===== src/rtl/pipe_ctrl_pkg.sv =====
// Shared opcodes, control bundle and helpers for the pipelined control decoder.
package pipe_ctrl_pkg;

  localparam int CTRL_OPC_W   = 4;
  localparam int CTRL_ALUOP_W = 3;
  localparam int CTRL_RA_W    = 3;

  localparam logic [CTRL_OPC_W-1:0] OP_ADD = 4'd0;
  localparam logic [CTRL_OPC_W-1:0] OP_SUB = 4'd1;
  localparam logic [CTRL_OPC_W-1:0] OP_AND = 4'd2;
  localparam logic [CTRL_OPC_W-1:0] OP_XOR = 4'd3;
  localparam logic [CTRL_OPC_W-1:0] OP_SLL = 4'd4;
  localparam logic [CTRL_OPC_W-1:0] OP_SRL = 4'd5;
  localparam logic [CTRL_OPC_W-1:0] OP_COM = 4'd6;
  localparam logic [CTRL_OPC_W-1:0] OP_MUL = 4'd7;
  localparam logic [CTRL_OPC_W-1:0] OP_LW  = 4'd8;
  localparam logic [CTRL_OPC_W-1:0] OP_SW  = 4'd9;
  localparam logic [CTRL_OPC_W-1:0] OP_BEQ = 4'd10;

  localparam logic [CTRL_ALUOP_W-1:0] ALU_ADD = 3'd0;
  localparam logic [CTRL_ALUOP_W-1:0] ALU_SUB = 3'd1;

  typedef struct packed {
    logic                    wen;
    logic [CTRL_ALUOP_W-1:0] aluop;
    logic                    alu_src;
    logic                    branch;
    logic                    mem_read;
    logic                    mem_write;
    logic                    mem_to_reg;
    logic                    illegal;
    logic [CTRL_RA_W-1:0]    dest;
  } ctrl_t;

  localparam ctrl_t CTRL_BUBBLE = '0;

  // Ops whose rt field is a source operand (shifts use it as an immediate).
  function automatic logic reads_rt(input logic [CTRL_OPC_W-1:0] opc);
    case (opc)
      OP_ADD, OP_SUB, OP_AND, OP_XOR, OP_COM, OP_MUL, OP_SW, OP_BEQ: reads_rt = 1'b1;
      default:                                                      reads_rt = 1'b0;
    endcase
  endfunction

endpackage


===== src/rtl/pipe_ctrl_dec.sv =====
// Purely combinational opcode -> control bundle decoder for the ID stage.
module pipe_ctrl_dec
  import pipe_ctrl_pkg::*;
(
  input  logic                  valid,
  input  logic [CTRL_OPC_W-1:0] opcode,
  input  logic [CTRL_RA_W-1:0]  rt,
  input  logic [CTRL_RA_W-1:0]  rd,
  output ctrl_t                 ctrl
);

  always_comb begin
    ctrl = CTRL_BUBBLE;
    if (valid) begin
      case (opcode)
        OP_ADD, OP_SUB, OP_AND, OP_XOR, OP_SLL, OP_SRL, OP_COM, OP_MUL: begin
          ctrl.wen     = 1'b1;
          ctrl.aluop   = opcode[CTRL_ALUOP_W-1:0];
          ctrl.dest    = rd;
          ctrl.alu_src = (opcode == OP_SLL) || (opcode == OP_SRL);
        end
        OP_LW: begin
          ctrl.aluop      = ALU_ADD;
          ctrl.alu_src    = 1'b1;
          ctrl.mem_read   = 1'b1;
          ctrl.mem_to_reg = 1'b1;
          ctrl.wen        = 1'b1;
          ctrl.dest       = rt;
        end
        OP_SW: begin
          ctrl.aluop     = ALU_ADD;
          ctrl.alu_src   = 1'b1;
          ctrl.mem_write = 1'b1;
        end
        OP_BEQ: begin
          ctrl.aluop  = ALU_SUB;
          ctrl.branch = 1'b1;
        end
        // Undefined opcodes travel as a bubble that only carries the flag.
        default: ctrl.illegal = 1'b1;
      endcase
    end
  end

endmodule


===== src/rtl/pipe_ctrl.sv =====
// Pipelined control: ID decode, ID/EX, EX/MEM, MEM/WB registers, load-use stall, branch flush.
// PIPE_CTRL_MUL_MC_EN makes MUL hold EX for MUL_CYCLES cycles.
module pipe_ctrl
  import pipe_ctrl_pkg::*;
#(
  parameter int OPC_W      = 4,
  parameter int ALUOP_W    = 3,
  parameter int RA_W       = 3,
  parameter int MUL_CYCLES = 3
) (
  input  logic               clk,
  input  logic               rst_n,
  input  logic               id_valid,
  input  logic [OPC_W-1:0]   id_opcode,
  input  logic [RA_W-1:0]    id_rs,
  input  logic [RA_W-1:0]    id_rt,
  input  logic [RA_W-1:0]    id_rd,
  input  logic               ex_branch_taken,
  output logic               stall,
  output logic               flush,
  output logic [ALUOP_W-1:0] ex_aluop,
  output logic               ex_alu_src,
  output logic               ex_branch,
  output logic               mem_write,
  output logic               mem_read,
  output logic               wb_wen,
  output logic               wb_mem_to_reg,
  output logic [RA_W-1:0]    wb_dest,
  output logic               illegal_op
);

  localparam int CNT_W = $clog2(MUL_CYCLES);

  ctrl_t id_ctrl;
  ctrl_t idex;
  ctrl_t exmem;
  ctrl_t memwb;
  logic  load_use;
  logic  mul_busy;
  logic [CNT_W-1:0] mul_cnt;

  pipe_ctrl_dec u_dec (
    .valid  (id_valid),
    .opcode (id_opcode),
    .rt     (id_rt),
    .rd     (id_rd),
    .ctrl   (id_ctrl)
  );

  assign load_use = id_valid && idex.mem_read && (idex.dest != '0) &&
                    ((idex.dest == id_rs) || (reads_rt(id_opcode) && (idex.dest == id_rt)));

  // A taken branch squashes IF/ID, so any hazard on that instruction is moot.
  assign flush = ex_branch_taken;
  assign stall = !ex_branch_taken && (mul_busy || load_use);

`ifdef PIPE_CTRL_MUL_MC_EN
  logic mul_enter;

  assign mul_enter = id_valid && (id_opcode == OP_MUL) && !flush && !stall;
  assign mul_busy  = (mul_cnt != '0);

  always_ff @(posedge clk or negedge rst_n) begin
    if (!rst_n) begin
      mul_cnt <= '0;
    end else if (mul_busy) begin
      mul_cnt <= mul_cnt - CNT_W'(1);
    end else if (mul_enter) begin
      mul_cnt <= CNT_W'(MUL_CYCLES - 1);
    end
  end
`else
  assign mul_cnt  = '0;
  assign mul_busy = 1'b0;
`endif

  always_ff @(posedge clk or negedge rst_n) begin
    if (!rst_n) begin
      idex  <= CTRL_BUBBLE;
      exmem <= CTRL_BUBBLE;
      memwb <= CTRL_BUBBLE;
    end else begin
      if (mul_busy) begin
        // MUL keeps EX; downstream sees bubbles until it completes.
        exmem <= CTRL_BUBBLE;
      end else begin
        idex  <= (flush || stall) ? CTRL_BUBBLE : id_ctrl;
        exmem <= idex;
      end
      memwb <= exmem;
    end
  end

  assign ex_aluop      = idex.aluop;
  assign ex_alu_src    = idex.alu_src;
  assign ex_branch     = idex.branch;
  assign illegal_op    = idex.illegal;
  assign mem_write     = exmem.mem_write;
  assign mem_read      = exmem.mem_read;
  assign wb_wen        = memwb.wen;
  assign wb_mem_to_reg = memwb.mem_to_reg;
  assign wb_dest       = memwb.dest;

  logic unused_memwb;
  assign unused_memwb = ^memwb;

endmodule


===== config.mk =====
export PLATFORM = sky130hd
export DESIGN_NAME = pipe_ctrl
export DESIGN_NICKNAME = d
export VERILOG_FILES = /design/src/rtl/pipe_ctrl_pkg.sv /design/src/rtl/pipe_ctrl_dec.sv /design/src/rtl/pipe_ctrl.sv
export SDC_FILE = /design/constraint.sdc
export NUM_CORES = 1
export LEC_CHECK = 0
export CAP_MARGIN = 20
export CORE_MARGIN = 1
export CORE_UTILIZATION = 40
export DETAILED_ROUTE_END_ITERATION = 16
export PLACE_DENSITY = 0.8
export SYNTH_ARGS = -nofsm -noshare
export SYNTH_HDL_FRONTEND = slang
export SYNTH_SLANG_ARGS = --single-unit

===== constraint.sdc =====
create_clock -name clk -period 1.7 [get_ports clk]
set_input_delay 0.34 -clock clk [delete_from_list [all_inputs] [get_ports clk]]
set_output_delay 0.34 -clock clk [all_outputs]
set_load 0.03 [all_outputs]

==> report_table.html <==
<table>
<tr><th>Metric</th><th>Value</th></tr>
<tr><th colspan="2">Drt</th></tr>
<tr><td>DR DRC count</td><td>0</td></tr>
<tr><td>Total wire length after detailed routing</td><td>just under 2000 µm</td></tr>
<tr><td>Routed vias</td><td>~770</td></tr>
<tr><td>Count of antenna-violating nets left after detailed routing</td><td>0</td></tr>
<tr><td>DR WL/cell</td><td>about 12 µm</td></tr>
<tr><td>Pre-antenna DRT Iters</td><td>4</td></tr>
<tr><td>Starting DRC count in detailed routing</td><td>8</td></tr>
<tr><td>Via density per instance</td><td>between 4 and 5</td></tr>
<tr><th colspan="2">Global route</th></tr>
<tr><td>Maximum number of pins on one net before global-route repair</td><td>24</td></tr>
<tr><td>Total global-route track usage</td><td>0.173</td></tr>
<tr><td>Global-route wire length before repair</td><td>approximately 3400 µm</td></tr>
<tr><td>Number of antenna violations at the first check in global routing</td><td>0</td></tr>
<tr><td>Global route overflow</td><td>0</td></tr>
<tr><td>Via count of the first global-routing pass</td><td>809</td></tr>
<tr><th colspan="2">CTS</th></tr>
<tr><td>Number of H-tree levels</td><td>1</td></tr>
<tr><td>TritonCTS Buffers</td><td>3</td></tr>
<tr><td>Buffers from clock root to sink, at most</td><td>2</td></tr>
<tr><td>Num Clock Sinks</td><td>23</td></tr>
<tr><td>Clock transition at path regs</td><td>between 100 and 150 ps</td></tr>
<tr><td>Clock tree from TritonCTS</td><td>done</td></tr>
<tr><td>Clock insertion delay at the later pin of the skew report</td><td>280 ps</td></tr>
<tr><td>Number of setup buffers added after CTS</td><td>0</td></tr>
<tr><td>Cell at the root of the clock tree</td><td>clkbuf_4</td></tr>
<tr><th colspan="2">Pwr</th></tr>
<tr><td>Pwr dens</td><td>between 600 and 700 nW/µm²</td></tr>
<tr><td>Clock group share of total power</td><td>0.224</td></tr>
<tr><td>Combinational fraction of design power</td><td>0.201</td></tr>
<tr><td>Internal power of the cells</td><td>0.000754 W</td></tr>
<tr><td>Worst ir drop on vdd</td><td>0.483 mV</td></tr>
<tr><td>Reg power frac</td><td>0.575</td></tr>
<tr><td>Net switching component of the power</td><td>roughly 0.00023 W</td></tr>
<tr><td>Static leakage</td><td>roughly 0.78 nW</td></tr>
<tr><td>Switching fraction of total power</td><td>0.237</td></tr>
<tr><th colspan="2">Synthesis</th></tr>
<tr><td>Cell with the most instances after synthesis</td><td>dfrtp_1</td></tr>
<tr><td>Netlist cell types</td><td>30</td></tr>
<tr><td>Flip-flop cell with the highest count after synthesis</td><td>dfrtp_1</td></tr>
<tr><td>Net Count, Synth</td><td>100</td></tr>
<tr><td>Cell types occupying the most area after synthesis</td><td>dfrtp_1, ha_1, xor2_1</td></tr>
<tr><td>Post-synthesis instance total</td><td>approximately 80</td></tr>
<tr><td>Cell taking the most area after synthesis</td><td>dfrtp_1</td></tr>
<tr><td>Sequential share of the synthesized area</td><td>0.560</td></tr>
<tr><td>Number of synthesized flops with an enable pin</td><td>0</td></tr>
<tr><td>Mean instance size in the synthesized netlist</td><td>around 13 µm²</td></tr>
<tr><td>Share of flip-flops with an asynchronous set or reset after synthesis</td><td>1.00</td></tr>
<tr><td>Top post-synthesis cells by count</td><td>dfrtp_1, ha_1, xor2_1</td></tr>
<tr><td>Flip-flop and latch count after synthesis</td><td>23</td></tr>
<tr><td>Fraction of synthesized cell area taken by the top area cell type</td><td>0.560</td></tr>
<tr><td>Area of the mapped netlist</td><td>approximately 1000 µm²</td></tr>
<tr><td>Number of warning messages in the yosys log</td><td>0</td></tr>
<tr><th colspan="2">Timing</th></tr>
<tr><td>Slew HR</td><td>0.745</td></tr>
<tr><td>Total of endpoints with negative setup slack in the final report</td><td>1</td></tr>
<tr><td>Final hold viol count</td><td>0</td></tr>
<tr><td>Final-report max-slew violation count</td><td>0</td></tr>
<tr><td>Maximum clock rate</td><td>roughly 500 MHz</td></tr>
<tr><td>Post-layout min period</td><td>2010 ps</td></tr>
<tr><td>Unrepaired setup endpoints after global routing</td><td>yes</td></tr>
<tr><td>Worst hold slack after final layout</td><td>~360 ps</td></tr>
<tr><td>Summed negative setup slack over all endpoints</td><td>-314 ps</td></tr>
<tr><td>Clock tree skew after final layout</td><td>~0.76 ps</td></tr>
<tr><td>Worst slew pin tran</td><td>382 ps</td></tr>
<tr><td>Final worst setup slack</td><td>-314 ps</td></tr>
<tr><td>Fraction of the cycle the final worst path needs</td><td>1.18</td></tr>
<tr><th colspan="2">Layout</th></tr>
<tr><td>Largest register FFs</td><td>6</td></tr>
<tr><td>Area growth, synth to finish</td><td>54.7%</td></tr>
<tr><td>Post-route cell area</td><td>1590 µm²</td></tr>
<tr><td>Final nets</td><td>roughly 150</td></tr>
<tr><td>Top reg by flops</td><td>idex</td></tr>
<tr><td>Largest registers</td><td>idex x6, exmem x4</td></tr>
<tr><td>Count of antenna diodes in the layout</td><td>0</td></tr>
<tr><td>Final cell count without fillers</td><td>approximately 160</td></tr>
<tr><td>Final core utilization</td><td>0.648</td></tr>
<tr><td>Fraction of layout instances using a drive strength above 1</td><td>0.367</td></tr>
<tr><th colspan="2">Floorplanning</th></tr>
<tr><td>Core region area</td><td>2450 µm²</td></tr>
<tr><td>Die Y-Extent</td><td>around 53 µm</td></tr>
<tr><td>Cell row count</td><td>18</td></tr>
<tr><td>Die span in x</td><td>approximately 53 µm</td></tr>
<tr><td>Die Outline Area</td><td>around 2800 µm²</td></tr>
<tr><td>Effective utilization at floorplan</td><td>0.419</td></tr>
<tr><td>I/O Pins</td><td>32</td></tr>
<tr><th colspan="2">Hold path</th></tr>
<tr><td>Class of the tightest hold or removal check</td><td>register to register</td></tr>
<tr><td>Hold path startpoint</td><td>exmem[2]</td></tr>
<tr><th colspan="2">Outcome</th></tr>
<tr><td>Violated checks</td><td>setup timing</td></tr>
<tr><td>Run status</td><td>finished, violations left</td></tr>
<tr><th colspan="2">Critical path</th></tr>
<tr><td>Number of buffer and inverter stages on the critical path</td><td>3</td></tr>
<tr><td>Highest cell delay on the worst timing path</td><td>roughly 250 ps</td></tr>
<tr><td>Origin of the critical flop-to-flop path</td><td>idex[0]</td></tr>
<tr><td>List of cells traversed by the critical path</td><td>clkdlybuf4s15_2, inv_8, ha_4, or2b_4, a21oi_2, a31o_2, nor2b_4, buf_6</td></tr>
<tr><td>Type of the worst setup path</td><td>primary input to primary output</td></tr>
<tr><td>Data arrival time of the critical path</td><td>around 1700 ps</td></tr>
<tr><td>Capturing element type of the critical path</td><td>primary output</td></tr>
<tr><td>CP Max Fanout</td><td>2</td></tr>
<tr><td>Required time worst endpoint</td><td>~1400 ps</td></tr>
<tr><td>Crit path from</td><td>id_opcode[1]</td></tr>
<tr><td>Cell with the biggest individual delay on the critical path</td><td>or2b_4</td></tr>
<tr><td>Dominant delay contributor by cell family on the critical path</td><td>buffers and inverters</td></tr>
<tr><td>Element type at the critical path start</td><td>primary input</td></tr>
<tr><th colspan="2">Placement</th></tr>
<tr><td>Number of I/O port buffers</td><td>31</td></tr>
<tr><td>GPL Wtd Cong</td><td>~0.88</td></tr>
<tr><td>DPL Wire Length</td><td>between 1500 and 2000 µm</td></tr>
<tr><td>Post-placement cell area</td><td>around 1500 µm²</td></tr>
<tr><td>Number of cells in the design after placement</td><td>roughly 160</td></tr>
<tr><th colspan="2">Run</th></tr>
<tr><td>Max-cap violations</td><td>0</td></tr>
</table>
stage by stage:
stage	power, W	setup slack, ps
after floorplan	0.000656	-12.7
after global placement	0.000771	-641
after detailed placement	0.000775	-675
after CTS	0.00100	-328
after global routing	0.00105	-381
final	0.000988	-314
path summary, 6_finish.rpt:
check                           slack [ps]           to  cells after the start
worst max-delay path                  -310        stall                      8
worst min-delay path                   360   wb_dest[2]                      0
worst max register to register          40  ex_aluop[1]                      5
worst min register to register         360   wb_dest[2]                      0
max in group asynchronous             1070      idex[0]                      2
min in group asynchronous              400   wb_dest[0]                      2
metal layers:
layer  share of wire  track usage  vias to the layer above
li1                -            -                      372
met1            0.40        0.193                      374
met5               0            0                        -
met2            0.55        0.314                       20
met3           0.037       0.0348                        2
met4           0.012       0.0702                        0
placed cells by master, fill, tap and decap left out, types with 3 or more instances in the layout:
cell,instances
a32oi_1,3
clkbuf_4,3
clkdlybuf4s50_1,24
dfrtp_1,22
nand3_1,3
ha_1,4
nor3_2,3
buf_4,20
dlymetal6s2s_1,3
xor2_1,5
nor2_1,4
area by class of cell:
cell class              instances  area, µm²
clock buffers                   4       26.3
well taps                      30       37.5
multi-input cells              48        457
repair buffers                 51        467
flip-flops and latches         23        577
inverters                       2       27.5
fillers                       192        863
what timing repair did:
| item | 4_1_cts | 5_1_grt |
|---|---|---|
| cloned | 0 | 0 |
| endpoints found under the setup margin | 13 | 5 |
| gates resized for setup | 14 | 3 |
| pin swaps | 5 | 2 |
| hold buffers | 0 | 0 |
worst register-to-register path: cells and delay by family (launching register included):
kind            cells  cell delay (ps)
compound gates      2              590
flops               1              470
simple gates        2              350
buf+inv             1              190
kinds of logic after synthesis:
logic type	Yosys count	share of synthesized area
simple gates	23	0.168
flops	23	0.560
compound gates	12	0.0949
xor+xnor	7	0.0596
buf+inv	7	0.0474
fa+ha+maj	5	0.0608
mux	1	0.00973
power by group through the flow:
stage | registers [W] | clock network, W | logic [W]
after floorplan | 0.000589 | 0 | 0.0000668
after global placement | 0.000577 | 0 | 0.000194
after detailed placement | 0.000578 | 0 | 0.000197
after CTS | 0.000568 | 0.000235 | 0.000201
after global routing | 0.000569 | 0.000263 | 0.000216
final | 0.000567 | 0.000221 | 0.000199
Power figures use the tool's default switching activity.
